### src/rtl/regfile_ctrl_pkg.sv
// Shared constants and types for the regfile command controller.
package regfile_ctrl_pkg;

    localparam int unsigned DATA_W = 16;
    localparam int unsigned ADDR_W = 3;

    // Command opcodes
    localparam logic [1:0] OpWrite = 2'b00;
    localparam logic [1:0] OpRead  = 2'b01;
    localparam logic [1:0] OpMov   = 2'b10;
    localparam logic [1:0] OpSwap  = 2'b11;

    // FSM state encodings
    localparam logic [2:0] StIdle = 3'd0;
    localparam logic [2:0] StRdA  = 3'd1;
    localparam logic [2:0] StRdB  = 3'd2;
    localparam logic [2:0] StWrA  = 3'd3;
    localparam logic [2:0] StWrB  = 3'd4;
    localparam logic [2:0] StResp = 3'd5;

    typedef struct packed {
        logic [1:0]        op;
        logic [ADDR_W-1:0] rd;
        logic [ADDR_W-1:0] rs;
        logic [DATA_W-1:0] imm;
    } cmd_t;

    // WRITE is the only command that skips the read phase.
    function automatic logic [2:0] first_state(input logic [1:0] op);
        return (op == OpWrite) ? StWrA : StRdA;
    endfunction

endpackage

### src/rtl/regfile_ctrl_if.sv
// Command, response and regfile-side signals of the controller.
interface regfile_ctrl_if;
    import regfile_ctrl_pkg::*;

    logic              cmd_valid;
    logic              cmd_ready;
    logic [1:0]        cmd_op;
    logic [ADDR_W-1:0] cmd_rd;
    logic [ADDR_W-1:0] cmd_rs;
    logic [DATA_W-1:0] cmd_imm;

    logic [ADDR_W-1:0] rf_writenum;
    logic [ADDR_W-1:0] rf_readnum;
    logic              rf_write;
    logic [DATA_W-1:0] rf_data_in;
    logic [DATA_W-1:0] rf_data_out;

    logic              rsp_valid;
    logic [DATA_W-1:0] rsp_data;

    // Front end plus regfile side
    modport master (
        output cmd_valid, cmd_op, cmd_rd, cmd_rs, cmd_imm, rf_data_out,
        input  cmd_ready, rf_writenum, rf_readnum, rf_write, rf_data_in, rsp_valid, rsp_data
    );

    // Controller side
    modport slave (
        input  cmd_valid, cmd_op, cmd_rd, cmd_rs, cmd_imm, rf_data_out,
        output cmd_ready, rf_writenum, rf_readnum, rf_write, rf_data_in, rsp_valid, rsp_data
    );

endinterface

### src/rtl/regfile_ctrl_dffe.sv
// Load-enable register with asynchronous active-high reset to zero.
module regfile_ctrl_dffe #(
    parameter int unsigned Width = 1
) (
    input  logic             clk,
    input  logic             reset,
    input  logic             en_i,
    input  logic [Width-1:0] d_i,
    output logic [Width-1:0] q_o
);

    // Hold unless enabled
    always_ff @(posedge clk or posedge reset) begin
        if (reset) begin
            q_o <= '0;
        end else if (en_i) begin
            q_o <= d_i;
        end
    end

endmodule

### src/rtl/regfile_ctrl.sv
// Command-driven regfile initiator: sequences reads/writes for WRITE, READ, MOV, SWAP.
module regfile_ctrl
    import regfile_ctrl_pkg::*;
(
    input  logic           clk,
    input  logic           reset,
    regfile_ctrl_if.slave  bus
);

    logic [2:0]        state_q, state_d;
    cmd_t              cmd_q, cmd_d;
    logic [DATA_W-1:0] tmpa_q, tmpb_q;
    logic              accept;

    logic              cmd_ready;
    logic [ADDR_W-1:0] rf_writenum;
    logic [ADDR_W-1:0] rf_readnum;
    logic              rf_write;
    logic [DATA_W-1:0] rf_data_in;
    logic              rsp_valid;
    logic [DATA_W-1:0] rsp_data;

    // Reset forces IDLE, so ready is additionally masked while reset is held.
    assign cmd_ready = (state_q == StIdle) && !reset;
    assign accept    = cmd_ready && bus.cmd_valid;

    assign cmd_d = '{op: bus.cmd_op, rd: bus.cmd_rd, rs: bus.cmd_rs, imm: bus.cmd_imm};

    regfile_ctrl_dffe #(.Width(3)) u_state (
        .clk   (clk),
        .reset (reset),
        .en_i  (1'b1),
        .d_i   (state_d),
        .q_o   (state_q)
    );

    regfile_ctrl_dffe #(.Width($bits(cmd_t))) u_cmd (
        .clk   (clk),
        .reset (reset),
        .en_i  (accept),
        .d_i   (cmd_d),
        .q_o   (cmd_q)
    );

    regfile_ctrl_dffe #(.Width(DATA_W)) u_tmpa (
        .clk   (clk),
        .reset (reset),
        .en_i  (state_q == StRdA),
        .d_i   (bus.rf_data_out),
        .q_o   (tmpa_q)
    );

    regfile_ctrl_dffe #(.Width(DATA_W)) u_tmpb (
        .clk   (clk),
        .reset (reset),
        .en_i  (state_q == StRdB),
        .d_i   (bus.rf_data_out),
        .q_o   (tmpb_q)
    );

    // Next-state and Moore outputs from state and captured command only
    always_comb begin
        state_d     = state_q;
        rf_writenum = '0;
        rf_readnum  = '0;
        rf_write    = 1'b0;
        rf_data_in  = '0;
        rsp_valid   = 1'b0;
        rsp_data    = '0;
        case (state_q)
            StIdle: begin
                if (accept) state_d = first_state(bus.cmd_op);
            end
            StRdA: begin
                rf_readnum = cmd_q.rs;
                case (cmd_q.op)
                    OpRead:  state_d = StResp;
                    OpMov:   state_d = StWrA;
                    OpSwap:  state_d = StRdB;
                    default: state_d = StIdle;
                endcase
            end
            StRdB: begin
                rf_readnum = cmd_q.rd;
                state_d    = StWrA;
            end
            StWrA: begin
                rf_write    = 1'b1;
                rf_writenum = cmd_q.rd;
                rf_data_in  = (cmd_q.op == OpWrite) ? cmd_q.imm : tmpa_q;
                state_d     = (cmd_q.op == OpSwap) ? StWrB : StResp;
            end
            StWrB: begin
                rf_write    = 1'b1;
                rf_writenum = cmd_q.rs;
                rf_data_in  = tmpb_q;
                state_d     = StResp;
            end
            StResp: begin
                rsp_valid = 1'b1;
                case (cmd_q.op)
                    OpWrite: rsp_data = cmd_q.imm;
                    OpSwap:  rsp_data = tmpb_q;
                    default: rsp_data = tmpa_q;
                endcase
                state_d = StIdle;
            end
            default: state_d = StIdle;
        endcase
    end

    assign bus.cmd_ready   = cmd_ready;
    assign bus.rf_writenum = rf_writenum;
    assign bus.rf_readnum  = rf_readnum;
    assign bus.rf_write    = rf_write;
    assign bus.rf_data_in  = rf_data_in;
    assign bus.rsp_valid   = rsp_valid;
    assign bus.rsp_data    = rsp_data;

endmodule

### src/flat_wrapper.sv
// flat-port wrapper written by rule: the top's interface ports become plain ports
module regfile_ctrl_flat import regfile_ctrl_pkg::*;
  (clk, reset, bus_cmd_valid, bus_cmd_op, bus_cmd_rd, bus_cmd_rs, bus_cmd_imm, bus_rf_data_out, bus_cmd_ready, bus_rf_writenum, bus_rf_readnum, bus_rf_write, bus_rf_data_in, bus_rsp_valid, bus_rsp_data);
  regfile_ctrl_if bus_i ();
  input  logic clk;
  input  logic reset;
  input wire logic [$bits(bus_i.cmd_valid)-1:0] bus_cmd_valid;
  input wire logic [$bits(bus_i.cmd_op)-1:0] bus_cmd_op;
  input wire logic [$bits(bus_i.cmd_rd)-1:0] bus_cmd_rd;
  input wire logic [$bits(bus_i.cmd_rs)-1:0] bus_cmd_rs;
  input wire logic [$bits(bus_i.cmd_imm)-1:0] bus_cmd_imm;
  input wire logic [$bits(bus_i.rf_data_out)-1:0] bus_rf_data_out;
  output wire logic [$bits(bus_i.cmd_ready)-1:0] bus_cmd_ready;
  output wire logic [$bits(bus_i.rf_writenum)-1:0] bus_rf_writenum;
  output wire logic [$bits(bus_i.rf_readnum)-1:0] bus_rf_readnum;
  output wire logic [$bits(bus_i.rf_write)-1:0] bus_rf_write;
  output wire logic [$bits(bus_i.rf_data_in)-1:0] bus_rf_data_in;
  output wire logic [$bits(bus_i.rsp_valid)-1:0] bus_rsp_valid;
  output wire logic [$bits(bus_i.rsp_data)-1:0] bus_rsp_data;
  assign bus_i.cmd_valid = bus_cmd_valid;
  assign bus_i.cmd_op = bus_cmd_op;
  assign bus_i.cmd_rd = bus_cmd_rd;
  assign bus_i.cmd_rs = bus_cmd_rs;
  assign bus_i.cmd_imm = bus_cmd_imm;
  assign bus_i.rf_data_out = bus_rf_data_out;
  assign bus_cmd_ready = bus_i.cmd_ready;
  assign bus_rf_writenum = bus_i.rf_writenum;
  assign bus_rf_readnum = bus_i.rf_readnum;
  assign bus_rf_write = bus_i.rf_write;
  assign bus_rf_data_in = bus_i.rf_data_in;
  assign bus_rsp_valid = bus_i.rsp_valid;
  assign bus_rsp_data = bus_i.rsp_data;
  regfile_ctrl u_core (.clk(clk), .reset(reset), .bus(bus_i));
endmodule
### config.mk
export PLATFORM = sky130hd
export DESIGN_NAME = regfile_ctrl_flat
export DESIGN_NICKNAME = d
export VERILOG_FILES = /design/src/rtl/regfile_ctrl_pkg.sv /design/src/rtl/regfile_ctrl_if.sv /design/src/rtl/regfile_ctrl_dffe.sv /design/src/rtl/regfile_ctrl.sv /design/src/flat_wrapper.sv
export SDC_FILE = /design/constraint.sdc
export NUM_CORES = 1
export LEC_CHECK = 0
export BUFFER_PORTS_ARGS = -buffer_cell sky130_fd_sc_hd__buf_2
export CAP_MARGIN = 25
export CORE_MARGIN = 5
export CORE_UTILIZATION = 33
export DETAILED_ROUTE_END_ITERATION = 6
export GPL_ROUTABILITY_DRIVEN = 0
export PLACE_DENSITY = 0.65
export SLEW_MARGIN = 40
export SYNTH_ARGS = -nofsm -noshare
export SYNTH_HDL_FRONTEND = slang
export SYNTH_SLANG_ARGS = --single-unit
### constraint.sdc
create_clock -name clk -period 5 [get_ports clk]
set_clock_uncertainty 0.05 [all_clocks]
set_input_delay 0.5 -clock clk [delete_from_list [all_inputs] [get_ports clk]]
set_output_delay 0.5 -clock clk [all_outputs]
set_load 0.01 [all_outputs]
# Word level (Yosys, flattened, before mapping)
# Index checks and enable logic that the tools add are counted.
[totals]
reg_bits = 59
in_bits = 43
output_inout_bits = 41
[classes]
n_eq_ne = 9
n_mux = 13
reduce_logical = 7
[op_table]
columns = ["operator", "n"]
rows = [
  ["$pmux W16 S2", 2],
  ["$mux W16", 2],
  ["$pmux W3 S5", 1],
  ["$pmux W3 S2", 2],
  ["$pmux W3 S3", 1],
  ["$eq A3 B2 Y1 const B", 2],
  ["$eq A3 B3 Y1 const B", 2],
  ["$eq A2 B2 Y1 const B", 2],
  ["$logic_not A2 Y1", 2],
  ["$eq A3 B1 Y1 const B", 1],
  ["$logic_not A3 Y1", 1],
  ["$mux W1", 3],
  ["$mux W3", 1],
  ["$eq A2 B1 Y1 const B", 1],
  ["$logic_and A1 B1 Y1", 2],
  ["$mux W2", 1],
  ["$ne A2 B1 Y1 const B", 1],
  ["$reduce_or A2 Y1", 1],
  ["$logic_not A1 Y1", 1],
]

# Depth between registers and ports, before layout
[depth]
depth_word = 5
depth_mapped = 7
ltp_nobuf = 5

# By module
# A second synthesis with hierarchy kept.
[unflattened]
cells_unflattened = 278
area_unflattened_um2 = 3479.6
[by_module_without_submodules]
columns = ["module", "n_inst", "cells_per_inst", "area_each_um2", "seq_area_each_um2"]
rows = [
  ["regfile_ctrl_dffe at u_core.u_tmpa ...", 2, 35, 653.1, 400.4],
  ["regfile_ctrl", 1, 149, 1059.8, 0.0],
  ["regfile_ctrl_dffe at u_core.u_cmd", 1, 52, 1001.0, 600.6],
  ["regfile_ctrl_dffe at u_core.u_state", 1, 7, 112.6, 75.1],
]

# Worst setup path before layout
# Ideal clock, no wire load.
[synth_timing]
path_kind = "in2reg"
from = "input reset"
to = "register u_core.u_state.q_o[0]"
setup_time_ns = 0.105
arrival_time_ns = 2.214
t_required_ns = 4.845
setup_slack_ns = 2.631
cell_stages = 3
n_path_buf = 0
cell_sequence = "inv_1 -> a211oi_1 -> a221oi_1"
[synth_between]
elab_chain_len = 4
[synth_rtl]
columns = ["element", "line", "text"]
rows = [
  ["from (decl)", "flat_wrapper.sv:6", "input logic reset;"],
  ["$logic_not A1 Y1", "regfile_ctrl.sv:24", "assign cmd_ready = (state_q == StIdle) && !reset;"],
  ["$logic_and A1 B1 Y1", "regfile_ctrl.sv:24", ""],
  ["$logic_and A1 B1 Y1", "regfile_ctrl.sv:25", "assign accept = cmd_ready && bus.cmd_valid;"],
  ["$ne A2 B1 Y1 (no source line)", "-", ""],
  ["to (signal assigned)", "regfile_ctrl_dffe.sv:17", "q_o <= d_i;"],
  ["to (decl)", "regfile_ctrl_dffe.sv:9", "output logic [Width-1:0] q_o"],
]
# No other way between the ends.
# A chain may end at the register's enable or synchronous reset.

# Worst setup path after layout
[layout_timing]
from = "register u_core.u_state.q_o[1]"
to = "output bus_rf_data_in[14]"
[layout_between]
elab_chain_len = 2
[layout_rtl]
columns = ["element", "line", "text"]
rows = [
  ["$eq A3 B3 Y1 or $eq A3 B2 Y1 (tied branches)", "regfile_ctrl.sv:70", "case (state_q)"],
  ["$pmux W16 S2 (*)", "regfile_ctrl.sv:70", ""],
  ["to (decl)", "flat_wrapper.sv:17", "output wire logic [$bits(bus_i.rf_data_in)-1:0] bus_rf_data_in;"],
]
# Every way passes the cells marked *; elsewhere a longest branch is shown, timed or not.

==> results_dict.tcl <==
set metrics [dict create \
    cap_violations 0 \
    netlist_instances 272 \
    powerDensity_mw_per_mm2 674 \
    synth_cell_types 29 \
    fmax_mhz 354 \
    tritoncts "built" \
    dieHeight_um 109 \
    insertion_delay_ns 0.33 \
    drt_iter0_drc 140 \
    cts_max_level 3 \
    synth_top_cell_area_share 0.458 \
    grt_use_total 0.144 \
    dieWidth_um 109 \
    hold_class "input pin to async pin" \
    wl_mm 8.14 \
    synthToLayoutAreaGrowth_pct 23.3 \
    diodes 0 \
    yosys-top-cells-area "dfrtp_1 (46%), mux2_2 (13%), mux2_4 (9.3%)" \
    io_pins 84 \
    grt.met2_usage 0.238 \
    hpwlAfterDp_mm 5.54 \
    clk_pin_slew_worst_paths_ns 0.07 \
    syn_area_per_cell_um2 11.8 \
    initial_core_util 0.334 \
    drv_slew 0 \
    firstDrtPassIters 4 \
    use_met3 0.0373 \
    final_cell_count_no_fill 485 \
    cts-resized-gates 0 \
    fin_crit_ns 2.82 \
    setup_viol_count_final 0 \
    synth_nets 319 \
    tns_ns 0 \
    clockBufferDepth 2 \
    finalCritPeriodShare 0.565 \
    vias_per_cell 5.01 \
    power_leakage_uw 0.00190 \
    antenna_found_initial 0 \
    layout_commonest_cell "buf_2" \
    crit_fanout 16 \
    final_nets 395 \
    postCtsSetupBuffers 0 \
    final-hold-violation-count 0 \
    fill_cells 943 \
    hold_buffers 0 \
    dieArea_mm2 0.0118 \
    crit_path_end_kind "output pin" \
    grt_max_degree 61 \
    dp.cells 469 \
    max_slew_margin 0.462 \
    cts_buffers 9 \
    synth_seq_cells 59 \
    yosysTopAreaCell "dfrtp_1" \
    synth-edff-count 0 \
    cts_num_sinks 59 \
    worstPathArrival_ns 2.27 \
    worstPathRequired_ns 4.45 \
    final_cell_mix "buf_2 (83), dfrtp_1 (59), mux2_2 (36), mux2_4 (20), a221oi_1 (18)" \
    vias 2428 \
    seq_area_frac_synth 0.458 \
    synthFlopType "dfrtp_1" \
    ant_nets 0 \
    setup_slack_ns 2.18 \
    core_area_mm2 0.00964 \
    synth_area_mm2 0.00322 \
    io_buffers 83 \
    rsz0062_at_grt "no" \
    grt_use_met1 0.179 \
    ys_warn_count 0 \
    status "completed" \
    start_kind "register" \
    preCtsSetupSlack_ns 2.51 \
    cts_root_buffer "clkbuf_8" \
    grt_pass1_wl_mm 13.1 \
    criticalPathCategory "register to output pin" \
    layout-drive-gt1-share 0.474 \
    power_uw 2680 \
    top_usage_layer "met2" \
    worst-slew-pin-transition_ns 0.804 \
    wl_per_cell_um 16.8 \
    ir_drop_mv 0.348 \
    postSynth.asyncResetShare 1.00 \
    grt_pass1_vias 2587 \
    drc 0 \
    grt_overflow 0 \
    row_count 36 \
]
-- sequential cells by signal (all words and copies together) (netlist names) --
| signal | count |
|---|---|
| u_core.u_cmd.q_o | 24 |
| u_core.u_tmpa.q_o | 16 |
| u_core.u_tmpb.q_o | 16 |
| u_core.u_state.q_o | 3 |
-- cell type report --
type                    count  area [µm²]  area share
flip-flops and latches     59        1480       0.372
repair buffers             87         460       0.116
well taps                 133         166      0.0419
clock inverters             5        77.6      0.0195
inverters                   5        18.8     0.00472
multi-input cells         186        1640       0.412
clock buffers              10         138      0.0346
-- kinds of logic after synthesis --
| family | synth area share |
|---|---|
| muxes | 0.269 |
| DFF | 0.458 |
| and+or+nand+nor | 0.111 |
| buffers and inverters | 0.0431 |
| AOI/OAI and AO/OA | 0.103 |
| adders and majority gates | 0.0155 |
-- cell usage after synthesis, types with 3 or more instances --
| library cell | count |
|---|---|
| mux2i_1 | 16 |
| clkbuf_1 | 9 |
| nor2_1 | 4 |
| buf_6 | 3 |
| ha_1 | 4 |
| inv_1 | 5 |
| a22o_1 | 6 |
| nor2b_1 | 16 |
| mux2_4 | 20 |
| a221oi_1 | 18 |
| nand2_1 | 16 |
| a21o_1 | 3 |
| dfrtp_1 | 59 |
| o21ai_0 | 17 |
| buf_2 | 9 |
| nor3_1 | 16 |
| mux2_2 | 36 |
-- power breakdown --
group | internal (µW) | total [µW] | switching [µW] | leakage, µW
clock network | 290 | 473 | 184 | 0.000108
registers | 723 | 946 | 224 | 0.000703
logic | 682 | 1260 | 577 | 0.00109
total | 1690 | 2680 | 984 | 0.00190
-- critical path, cell delays in order (launching register included) --
cell	delay, ns
dfrtp_1	0.63
nand3b_1	0.68
o21ai_0	0.44
buf_2	0.19
-- final timing paths --
| check | startpoint | end | slack, ns | cells after the start |
|---|---|---|---|---|
| worst min-delay path | reset | u_core.u_tmpb.q_o[15] | 0.28 | 3 |
| max in group asynchronous | reset | u_core.u_tmpb.q_o[6] | 4.24 | 3 |
| worst max register to register | u_core.u_state.q_o[0] | u_core.u_tmpa.q_o[5] | 3.06 | 3 |
| worst min register to register | u_core.u_tmpb.q_o[9] | u_core.u_tmpb.q_o[9] | 0.49 | 1 |
| worst max-delay path | u_core.u_state.q_o[1] | bus_rf_data_in[14] | 2.18 | 3 |
| min in group clk | bus_cmd_imm[12] | u_core.u_cmd.q_o[12] | 0.34 | 2 |
-- stage by stage --
step	utilization	cell area (µm²)	hold WS, ns
after detailed placement	0.387	3730	0.469
after global placement	0.385	3710	0.464
after floorplan	-	3220	0.453
final	0.412	3970	0.278
after global routing	0.412	3970	0.312
after CTS	0.409	3940	0.321
-- metal layers --
metal,up-vias,part of all wire
li1,1141,-
met1,1202,0.45
met2,73,0.49
met3,12,0.048
met4,0,0.018
met5,-,0
No activity file was read; power rests on OpenSTA's default activity.
